File: src/rtl/voice_alloc_pkg.sv
// Shared types and constants for the voice allocator.
//   - FSM state encoding (IDLE, SCAN, APPLY, RETRIG) as plain localparams
//   - RANKBITS for the default voice count
//   - note_evt_t: captured note event {on, num, phase}
// Optional feature macro used by the allocator: VOICE_ALLOCATOR_SUSTAIN_EN.
package voice_alloc_pkg;

    localparam int unsigned NVoicesDflt   = 4;
    localparam int unsigned NoteBitsDflt  = 7;
    localparam int unsigned PhaseSizeDflt = 16;
    localparam int unsigned RANKBITS      = $clog2(NVoicesDflt);

    typedef logic [1:0] state_t;

    localparam state_t StIdle   = 2'd0;
    localparam state_t StScan   = 2'd1;
    localparam state_t StApply  = 2'd2;
    localparam state_t StRetrig = 2'd3;

    // Field widths track the default NOTEBITS / PHASESIZE of the allocator.
    typedef struct packed {
        logic                     on;
        logic [NoteBitsDflt-1:0]  num;
        logic [PhaseSizeDflt-1:0] phase;
    } note_evt_t;

endpackage

File: src/rtl/voice_select.sv
// Combinational voice search used in the SCAN cycle.
// Ports:
//   active_i       per-voice "holds a note" flags
//   note_i         per-voice stored note number
//   rank_i         per-voice allocation age (0 = newest, NVOICES-1 = oldest)
//   num_i          note number being searched for
//   match_valid_o  / match_idx_o   lowest active voice holding num_i
//   free_valid_o   / free_idx_o    lowest inactive voice
//   oldest_idx_o                   voice whose rank is NVOICES-1
module voice_select
    import voice_alloc_pkg::*;
#(
    parameter int unsigned NVOICES  = 4,
    parameter int unsigned NOTEBITS = 7,
    parameter int unsigned RankW    = 2
) (
    input  logic [NVOICES-1:0]               active_i,
    input  logic [NVOICES-1:0][NOTEBITS-1:0] note_i,
    input  logic [NVOICES-1:0][RankW-1:0]    rank_i,
    input  logic [NOTEBITS-1:0]              num_i,
    output logic                             match_valid_o,
    output logic [RankW-1:0]                 match_idx_o,
    output logic                             free_valid_o,
    output logic [RankW-1:0]                 free_idx_o,
    output logic [RankW-1:0]                 oldest_idx_o
);

    // Walk from the top down so the lowest qualifying index wins.
    always_comb begin
        match_valid_o = 1'b0;
        match_idx_o   = '0;
        free_valid_o  = 1'b0;
        free_idx_o    = '0;
        oldest_idx_o  = '0;
        for (int i = int'(NVOICES) - 1; i >= 0; i--) begin
            if (active_i[i] && (note_i[i] == num_i)) begin
                match_valid_o = 1'b1;
                match_idx_o   = RankW'(i);
            end
            if (!active_i[i]) begin
                free_valid_o = 1'b1;
                free_idx_o   = RankW'(i);
            end
            if (rank_i[i] == RankW'(NVOICES - 1)) begin
                oldest_idx_o = RankW'(i);
            end
        end
    end

endmodule

File: src/rtl/voice_allocator.sv
// Polyphonic note scheduler: assigns note-on/off events to NVOICES voices and
// drives per-voice phase increments and envelope gates.
// Ports:
//   clk, rst            clock, synchronous active-high reset
//   sustain_i           sustain pedal (only with VOICE_ALLOCATOR_SUSTAIN_EN)
//   note_valid_i/ready  event handshake; ready only while idle
//   note_on_i, note_num_i, note_phase_i   event fields
//   freq_flat_o         voice i at [32*i +: 32], zero-extended phase word
//   gate_o              envelope gate per voice
//   active_mask_o       voice holds a sounding note
//   steal_pulse_o       one-cycle pulse when the oldest voice is stolen
// Optional feature macro: VOICE_ALLOCATOR_SUSTAIN_EN (sustain pedal support).
module voice_allocator
    import voice_alloc_pkg::*;
#(
    parameter int unsigned NVOICES       = NVoicesDflt,
    parameter int unsigned PHASESIZE     = PhaseSizeDflt,
    parameter int unsigned NOTEBITS      = NoteBitsDflt,
    parameter int unsigned RETRIG_CYCLES = 4
) (
    input  logic                  clk,
    input  logic                  rst,
`ifdef VOICE_ALLOCATOR_SUSTAIN_EN
    input  logic                  sustain_i,
`endif
    input  logic                  note_valid_i,
    output logic                  note_ready_o,
    input  logic                  note_on_i,
    input  logic [NOTEBITS-1:0]   note_num_i,
    input  logic [PHASESIZE-1:0]  note_phase_i,
    output logic [NVOICES*32-1:0] freq_flat_o,
    output logic [NVOICES-1:0]    gate_o,
    output logic [NVOICES-1:0]    active_mask_o,
    output logic                  steal_pulse_o
);

    localparam int unsigned RankW = (NVOICES > 1) ? $clog2(NVOICES) : 1;
    localparam int unsigned CntW  = $clog2(RETRIG_CYCLES + 1);

    state_t                               state_q, state_d;
    note_evt_t                            evt_q, evt_d;
    logic [NVOICES-1:0][PHASESIZE-1:0]    freq_q, freq_d;
    logic [NVOICES-1:0][NOTEBITS-1:0]     note_q, note_d;
    logic [NVOICES-1:0][RankW-1:0]        rank_q, rank_d;
    logic [NVOICES-1:0]                   active_q, active_d;
    logic [NVOICES-1:0]                   gate_q, gate_d;
    logic                                 match_v_q, match_v_d;
    logic [RankW-1:0]                     match_q, match_d;
    logic                                 free_v_q, free_v_d;
    logic [RankW-1:0]                     free_q, free_d;
    logic [RankW-1:0]                     oldest_q, oldest_d;
    logic [RankW-1:0]                     tgt_q, tgt_d;
    logic [CntW-1:0]                      cnt_q, cnt_d;
    logic                                 steal_q, steal_d;
    logic [RankW-1:0]                     tgt;

    logic                                 sel_match_v, sel_free_v;
    logic [RankW-1:0]                     sel_match, sel_free, sel_oldest;

`ifdef VOICE_ALLOCATOR_SUSTAIN_EN
    logic [NVOICES-1:0]                   sus_q, sus_d;
    logic                                 sus_prev_q;
    logic                                 pending_q, pending_d;
    logic                                 pedal_fall;

    assign pedal_fall   = sus_prev_q & ~sustain_i;
    assign note_ready_o = (state_q == StIdle) & ~pending_q;
`else
    assign note_ready_o = (state_q == StIdle);
`endif

    voice_select #(
        .NVOICES  (NVOICES),
        .NOTEBITS (NOTEBITS),
        .RankW    (RankW)
    ) u_select (
        .active_i      (active_q),
        .note_i        (note_q),
        .rank_i        (rank_q),
        .num_i         (evt_q.num),
        .match_valid_o (sel_match_v),
        .match_idx_o   (sel_match),
        .free_valid_o  (sel_free_v),
        .free_idx_o    (sel_free),
        .oldest_idx_o  (sel_oldest)
    );

    always_comb begin
        state_d   = state_q;
        evt_d     = evt_q;
        freq_d    = freq_q;
        note_d    = note_q;
        rank_d    = rank_q;
        active_d  = active_q;
        gate_d    = gate_q;
        match_v_d = match_v_q;
        match_d   = match_q;
        free_v_d  = free_v_q;
        free_d    = free_q;
        oldest_d  = oldest_q;
        tgt_d     = tgt_q;
        cnt_d     = cnt_q;
        steal_d   = 1'b0;
        tgt       = tgt_q;
`ifdef VOICE_ALLOCATOR_SUSTAIN_EN
        sus_d     = sus_q;
        pending_d = pending_q | pedal_fall;
`endif
        case (state_q)
            StIdle: begin
`ifdef VOICE_ALLOCATOR_SUSTAIN_EN
                // Pedal release wins over a new event in the same cycle.
                if (pending_q) begin
                    gate_d    = gate_q & ~sus_q;
                    active_d  = active_q & ~sus_q;
                    sus_d     = '0;
                    pending_d = pedal_fall;
                end else
`endif
                if (note_valid_i) begin
                    evt_d.on    = note_on_i;
                    evt_d.num   = note_num_i;
                    evt_d.phase = note_phase_i;
                    state_d     = StScan;
                end
            end
            StScan: begin
                match_v_d = sel_match_v;
                match_d   = sel_match;
                free_v_d  = sel_free_v;
                free_d    = sel_free;
                oldest_d  = sel_oldest;
                state_d   = StApply;
            end
            StApply: begin
                state_d = StIdle;
                if (evt_q.on) begin
                    if (match_v_q) begin
                        tgt = match_q;
                    end else if (free_v_q) begin
                        tgt = free_q;
                    end else begin
                        tgt = oldest_q;
                    end
                    tgt_d          = tgt;
                    freq_d[tgt]    = evt_q.phase;
                    note_d[tgt]    = evt_q.num;
                    active_d[tgt]  = 1'b1;
`ifdef VOICE_ALLOCATOR_SUSTAIN_EN
                    sus_d[tgt]     = 1'b0;
`endif
                    // Voices younger than the target age by one; target becomes newest.
                    for (int i = 0; i < int'(NVOICES); i++) begin
                        if (rank_q[i] < rank_q[tgt]) begin
                            rank_d[i] = rank_q[i] + RankW'(1);
                        end
                    end
                    rank_d[tgt] = '0;
                    if (gate_q[tgt]) begin
                        gate_d[tgt] = 1'b0;
                        cnt_d       = CntW'(RETRIG_CYCLES);
                        state_d     = StRetrig;
                        steal_d     = ~match_v_q & ~free_v_q;
                    end else begin
                        gate_d[tgt] = 1'b1;
                    end
                end else if (match_v_q) begin
`ifdef VOICE_ALLOCATOR_SUSTAIN_EN
                    if (sustain_i) begin
                        sus_d[match_q] = 1'b1;
                    end else begin
                        gate_d[match_q]   = 1'b0;
                        active_d[match_q] = 1'b0;
                        sus_d[match_q]    = 1'b0;
                    end
`else
                    // freq is left alone so the release tail keeps its pitch.
                    gate_d[match_q]   = 1'b0;
                    active_d[match_q] = 1'b0;
`endif
                end
            end
            StRetrig: begin
                // Count of 1 here means this edge is the last low cycle.
                if (cnt_q <= CntW'(1)) begin
                    gate_d[tgt_q] = 1'b1;
                    cnt_d         = '0;
                    state_d       = StIdle;
                end else begin
                    cnt_d = cnt_q - CntW'(1);
                end
            end
            default: state_d = StIdle;
        endcase
    end

    always_ff @(posedge clk) begin
        if (rst) begin
            state_q   <= StIdle;
            evt_q     <= '0;
            freq_q    <= '0;
            note_q    <= '0;
            active_q  <= '0;
            gate_q    <= '0;
            match_v_q <= 1'b0;
            match_q   <= '0;
            free_v_q  <= 1'b0;
            free_q    <= '0;
            oldest_q  <= '0;
            tgt_q     <= '0;
            cnt_q     <= '0;
            steal_q   <= 1'b0;
            for (int i = 0; i < int'(NVOICES); i++) begin
                rank_q[i] <= RankW'(int'(NVOICES) - 1 - i);
            end
`ifdef VOICE_ALLOCATOR_SUSTAIN_EN
            sus_q      <= '0;
            sus_prev_q <= 1'b0;
            pending_q  <= 1'b0;
`endif
        end else begin
            state_q   <= state_d;
            evt_q     <= evt_d;
            freq_q    <= freq_d;
            note_q    <= note_d;
            rank_q    <= rank_d;
            active_q  <= active_d;
            gate_q    <= gate_d;
            match_v_q <= match_v_d;
            match_q   <= match_d;
            free_v_q  <= free_v_d;
            free_q    <= free_d;
            oldest_q  <= oldest_d;
            tgt_q     <= tgt_d;
            cnt_q     <= cnt_d;
            steal_q   <= steal_d;
`ifdef VOICE_ALLOCATOR_SUSTAIN_EN
            sus_q      <= sus_d;
            sus_prev_q <= sustain_i;
            pending_q  <= pending_d;
`endif
        end
    end

    always_comb begin
        freq_flat_o = '0;
        for (int i = 0; i < int'(NVOICES); i++) begin
            freq_flat_o[32*i +: PHASESIZE] = freq_q[i];
        end
    end

    assign gate_o        = gate_q;
    assign active_mask_o = active_q;
    assign steal_pulse_o = steal_q;

endmodule

File: config.mk
export PLATFORM = sky130hd
export DESIGN_NAME = voice_allocator
export DESIGN_NICKNAME = d
export VERILOG_FILES = /design/src/rtl/voice_alloc_pkg.sv /design/src/rtl/voice_select.sv /design/src/rtl/voice_allocator.sv
export SDC_FILE = /design/constraint.sdc
export NUM_CORES = 1
export LEC_CHECK = 0
export BUFFER_PORTS_ARGS = -buffer_cell sky130_fd_sc_hd__buf_2
export CAP_MARGIN = 20
export CORE_MARGIN = 4
export CORE_UTILIZATION = 33
export CTS_BUF_LIST = sky130_fd_sc_hd__clkbuf_4
export DETAILED_ROUTE_END_ITERATION = 10
export PLACE_DENSITY_LB_ADDON = 0.2
export REMOVE_ABC_BUFFERS = 1
export SETUP_SLACK_MARGIN = 0.1
export SLEW_MARGIN = 20
export SYNTH_ARGS = -nofsm -noshare
export SYNTH_HDL_FRONTEND = slang
export SYNTH_HIERARCHICAL = 1
export SYNTH_SLANG_ARGS = --single-unit
File: constraint.sdc
create_clock -name clk -period 3.2 [get_ports clk]
set_clock_uncertainty 0.05 [all_clocks]
set_input_delay 0.32 -clock clk [delete_from_list [all_inputs] [get_ports clk]]
set_output_delay 0.32 -clock clk [all_outputs]
set_load 0.01 [all_outputs]
==> results of run 1 <==
state kept, by name, indices dropped and copies added (netlist names), named ones only:
name / flops
freq_flat_o: 64
note_q: 28
evt_q: 24
rank_q: 8
active_mask_o: 4
cnt_q: 3
free_q: 2
match_q: 2
oldest_q: 2
state_q: 2
tgt_q: 2
free_v_q: 1
match_v_q: 1
steal_pulse_o: 1
metrics by stage:
step	cells	util, %	hold WS (ns)
after global routing	1223	39.1	0.280
after detailed placement	1165	36.4	0.397
final	1223	39.1	0.296
after CTS	1221	39.0	0.238
after floorplan	783	-	0.339
after global placement	1165	36.4	0.389
cell type report:
| type | instances | area share, % |
|---|---|---|
| multi-input cells | 628 | 41.6 |
| flip-flops and latches | 148 | 38.7 |
| repair buffers | 141 | 11.4 |
| well taps | 265 | 4.33 |
| clock inverters | 15 | 1.90 |
| clock buffers | 17 | 1.67 |
| inverters | 7 | 0.343 |
| diodes | 2 | 0.0654 |
worst reg2reg max path: cells and delay by family (launching register included):
family	cells	cell delay [ns]
compound gates	4	0.94
flops	1	0.66
simple gates	2	0.66
path summary, 6_finish.rpt:
path	from	end	slack, ns	depth (start not counted)
min	rst	match_v_q	0.30	2
max reg2reg	match_v_q	rank_q[0]	0.78	6
max	match_v_q	rank_q[0]	0.78	6
min reg2reg	freq_flat_o[40]	freq_flat_o[40]	0.41	2
routing by layer:
metal,up-vias,wire (um)
met2,162,8010
met4,0,223
met1,2611,8490
met5,-,0
li1,2869,-
met3,14,1270
layout by cell type, fill, tap and decap left out, types with 8 or more instances in the layout:
cell,netlist,routed
xnor2_1,22,22
a31oi_1,8,8
nor2_1,30,27
nand2_1,256,255
a21oi_1,140,140
buf_4,65,18
dlygate4sd3_1,0,24
dfxtp_1,148,148
buf_2,2,99
conb_1,1,64
mux2i_1,10,10
clkbuf_4,0,17
nand4_1,11,11
o21ai_0,10,10
where the power goes:
part | switching [W] | internal [W]
clock | 0.000755 | 0.000406
sequential | 0.0000450 | 0.00187
combinational | 0.000144 | 0.0000821
cells by family after synthesis:
| group | synth area share [%] |
|---|---|
| AOI/OAI and AO/OA | 16.8 |
| xor gates and xnor gates | 3.72 |
| adders and majority gates | 0.379 |
| buffers and inverters | 10.6 |
| DFF | 44.9 |
| muxes | 3.11 |
| other | 0.0568 |
| and+or+nand+nor | 20.4 |
==> metrics.yaml, run 1 <==
grt_pass1_wl_um: 28800
hold_viol_final: 0
cp_slowest_cell: "dfxtp_1"
fin_tns_setup_ns: 0
drt_wl_total_um: 18000
drc_errors: 0
required_ns: 3.60
hpwl_um: 12100
pwr_density_cell_nw_per_um2: 431
antenna_found_initial: 1
grt_overflow: 0
grt.total_usage_pct: 16.3
period_minus_slack_ns: 2.42
grt_max_degree: 74
post_cts_buffers: 0
n_fill_cell: 2097
area_delta_synth_final_pct: 16.0
grt_pass1_vias: 5311
synthTopCellsByCount: "nand2_1, dfxtp_1, a21oi_1"
die_w_um: 149
vias: 5656
critPathMaxFanout: 14
worst_pin_slew_ns: 0.842
die_height_um: 149
cp_num_buf_inv: 0
p_leak_nw: 2.99
multi_input_area_um2: 3190
portBuffers: 100
path_clk_slew_ns: 0.14
numCtsBuffers: 17
critical_path.max_stage_delay_ns: 0.66
synth.avg_cell_area_um2: 7.95
peakVddDrop_mv: 0.381
use_met2_pct: 24.9
yosysTopAreaCell: "dfxtp_1"
fmax_mhz: 413
busiest_layer: "met2"
cts_root_buffer: "clkbuf_4"
setup_viol_count_final: 0
netlist_top_cells_area: "dfxtp_1, nand2_1, a21oi_1"
nNetsFinal: 972
die-area_um2: 22300
finalInstanceArea_um2: 7650
critPathLaunchType: "flop"
ys_ff_latch: 148
hold_class: "in2reg"
met3_usage_pct: 5.10
clkLatencyLatePin_ns: 0.56
syn_inst: 830
ys_warn_count: 6
synth_top_area_share_pct: 44.9
core_area_um2: 19600
routed_via_density: 4.62
yosysSeqAreaShare_pct: 44.9
outcome: "finished clean"
path_class: "reg2reg"
ioPinCount: 165
dpl_worst_slack_ns: 0.830
synthFlopType: "dfxtp_1"
tritoncts: "done"
yosysMostFrequentCell: "nand2_1"
slew_viol_final: 0
maxCapViolations: 0
drt-pass1-iter-count: 7
gp_congestion: 0.793
drive_gt1_share_pct: 17.9
rsz0062_at_grt: "no"
endpoint_kind: "flop"
max_slew_margin_pct: 43.8
htree_num_levels: 4
cts_sinks: 148
fin_total_pwr_w: 0.00330
start_util_pct: 33.7
seq_area_um2: 2960
synthesis.area_um2: 6600
synth_edf_count: 0
async_flop_share_pct: 0
cts_resized: 0
placed_area_um2: 7140
clk_path_buf_depth: 2
cp.arrival_ns: 2.82
cpLargestDelayFamily: "compound AO/OA/AOI/OAI gates"
crit_chain: "nand2b_1, o21a_1, o211ai_4, a31oi_1, or4b_1, o31a_1"
hold_buffers: 24
drtIter0Drc: 406
fin_crit_sh_pct: 75.6
yosysUniqueCellTypes: 50
core.rowCount: 51
wl_per_cell_um: 14.7
fin_ws_ns: 0.781
grt_util_met1_pct: 22.3
ant_nets: 0
(Power assumes the default switching activity.)
==> run 2: changes to the inputs <==
ABC_AREA = 1   (was default)
clock period = 2 ns   (was 3.2 ns; I/O delays follow)
==> run 2 against run 1 <==
Effect of this change:
- sequential share of layout area down 2.9 points
- worst setup slack worse by 0.54 ns
- global-route usage down 0.25 points
- synthesized cell count up 22%
- critical endpoint is now freq_flat_o[110]
==> metrics.yaml, run 2 <==
outcome: "finished clean"
drt_wl_total_um: 19300
p_leak_nw: 3.99
synth-simple-area-share_pct: 26.1
fin_cells: 1433
synthTopCellsByCount: "nor2_1, dfxtp_1, nand2_1"
critPathMaxFanout: 24
synth.avg_cell_area_um2: 6.97
drt-pass1-iter-count: 5
synth_mux_area_share_pct: 0
reg2reg_from: "match_v_q"
finalInstanceArea_um2: 8290
area_delta_synth_final_pct: 17.1
placed_area_um2: 7670
synthFlopType: "dfxtp_1"
numCtsBuffers: 17
wl_per_cell_um: 13.5
ioPinCount: 165
cts_root_buffer: "clkbuf_4"
grt_pass1_wl_um: 31300
vias: 6398
htree_num_levels: 4
clk_path_buf_depth: 2
grt_max_degree: 63
rsz0062_at_grt: "yes"
hold_class: "in2reg"
tritoncts: "done"
antenna_found_initial: 1
synthesis.area_um2: 7080
min-delay-start: "note_phase_i[1]"
routed_via_density: 4.46
grt.total_usage_pct: 16.0
hpwl_um: 13000
die_height_um: 154
drc_errors: 0
largest_reg_flops: 64
peakVddDrop_mv: 0.373
grt_overflow: 0
path_clk_slew_ns: 0.16
slew_viol_final: 0
post-place-cells: 1371
syn_inst: 1015
ys_warn_count: 6
fmax_mhz: 567
yosysMostFrequentCell: "nor2_1"
maxCapViolations: 0
gp_congestion: 0.869
synth_xor_area_share_pct: 0.742
cp.arrival_ns: 2.21
grt_pass1_vias: 5927
clkLatencyLatePin_ns: 0.57
ant_nets: 0
start_util_pct: 33.6
critPathLaunchType: "flop"
endpoint_kind: "flop"
yosysSeqAreaShare_pct: 41.9
synth_top_area_share_pct: 41.9
fin_crit_sh_pct: 88.2
yosysTopAreaCell: "dfxtp_1"
ys_ff_latch: 148
portBuffers: 100
core_area_um2: 21100
nNetsFinal: 1173
synth-adder-area-share_pct: 0.353
core.rowCount: 53
setup_viol_count_final: 0
layout_common_cells: "nor2_1, dfxtp_1, nand2_1"
yosysUniqueCellTypes: 37
startpoint: "match_v_q"
fin_tns_setup_ns: 0
n_fill_cell: 2285
drtIter0Drc: 328
cts_sinks: 148
period_minus_slack_ns: 1.76
dpl_worst_slack_ns: 0.111
required_ns: 2.45
netlist_top_cells_area: "dfxtp_1, nor2_1, o21ai_0"
hold_viol_final: 0
layout_commonest_cell: "nor2_1"
synth_compound_area_share_pct: 15.4
die_w_um: 154
pwr_density_cell_nw_per_um2: 690
path_class: "reg2reg"
synth_edf_count: 0
drive_gt1_share_pct: 18.7
die-area_um2: 23900
async_flop_share_pct: 0
fin_hold_ws_ns: 0.352
synth_top_family_by_area: "simple AND/OR/NAND/NOR gates"
fin_ws_ns: 0.236
[run 2: cell count changes after synthesis, moves of 34 or more]
cell / delta
inv_1: +80
o21ai_0: +119
nand3_1: +34
nor2_1: +193
a21oi_1: -88
nand2_1: -119
[run 2: report_power, final]
part           internal, W  leakage (nW)  switching (W)  total (W)
sequential         0.00302          1.20      0.0000902    0.00311
combinational     0.000235          2.64       0.000428   0.000662
clock             0.000676         0.156        0.00127    0.00195
[run 2: critical path: stages, from the launching register on]
cell and delay, ns:
dfxtp_2 0.41, inv_2 0.10, nand3_2 0.15, nand2_4 0.13, inv_2 0.15, nand2_2 0.12
nor2_4 0.15, buf_6 0.25, o21ai_0 0.11, nor2_1 0.09
[run 2: worst paths after layout]
kind	to	slack [ns]	cells past startpoint
max	freq_flat_o[110]	0.24	9
min	evt_q[1]	0.35	4
max reg2reg	freq_flat_o[110]	0.24	9
min reg2reg	freq_flat_o[14]	0.40	2
[run 2: routing by layer]
metal  wire, um  part of all wire, %  GRT usage, %  vias to the layer above
li1           -                    -             -                     3344
met1       9320                   48          21.6                     2873
met2       8760                   45          25.7                      171
met3       1090                  5.6          4.31                       10
met4        132                 0.68          3.91                        0
met5          0                    0             0                        -
[run 2: area by class of cell]
class | count | area (um^2) | share of cell area, %
tap | 275 | 344 | 4.15
sequential | 148 | 2970 | 35.8
multi-input combinational | 717 | 3270 | 39.4
inverter | 108 | 413 | 4.98
clock inverter | 15 | 158 | 1.90
clock buffer | 17 | 128 | 1.54
antenna | 1 | 2.50 | 0.0302
timing repair buffer | 152 | 1010 | 12.2
[run 2: cell families (layout without fill, tap and decap cells)]
family / count (synthesis) / count (layout)
compound gates: 208 / 208
flops: 148 / 148
buf+inv: 213 / 292
fa+ha+maj: 2 / 2
other cells: 1 / 65
simple gates: 437 / 437
xor+xnor: 6 / 6
[run 2: through the flow]
| step | util, % | total power (W) |
|---|---|---|
| after floorplan | - | 0.00356 |
| after global placement | 36.4 | 0.00379 |
| final | 39.3 | 0.00572 |
| after CTS | 39.0 | 0.00576 |
| after global routing | 39.3 | 0.00601 |
| after detailed placement | 36.4 | 0.00379 |
[run 2: timing repair]
| item | CTS | global route |
|---|---|---|
| hold buffers | 26 | 1 |
| hold endpoints to repair | 41 | 1 |
| gates resized for setup | 0 | 18 |
| setup endpoints to repair | 0 | 81 |
| buffers inserted | 0 | 2 |
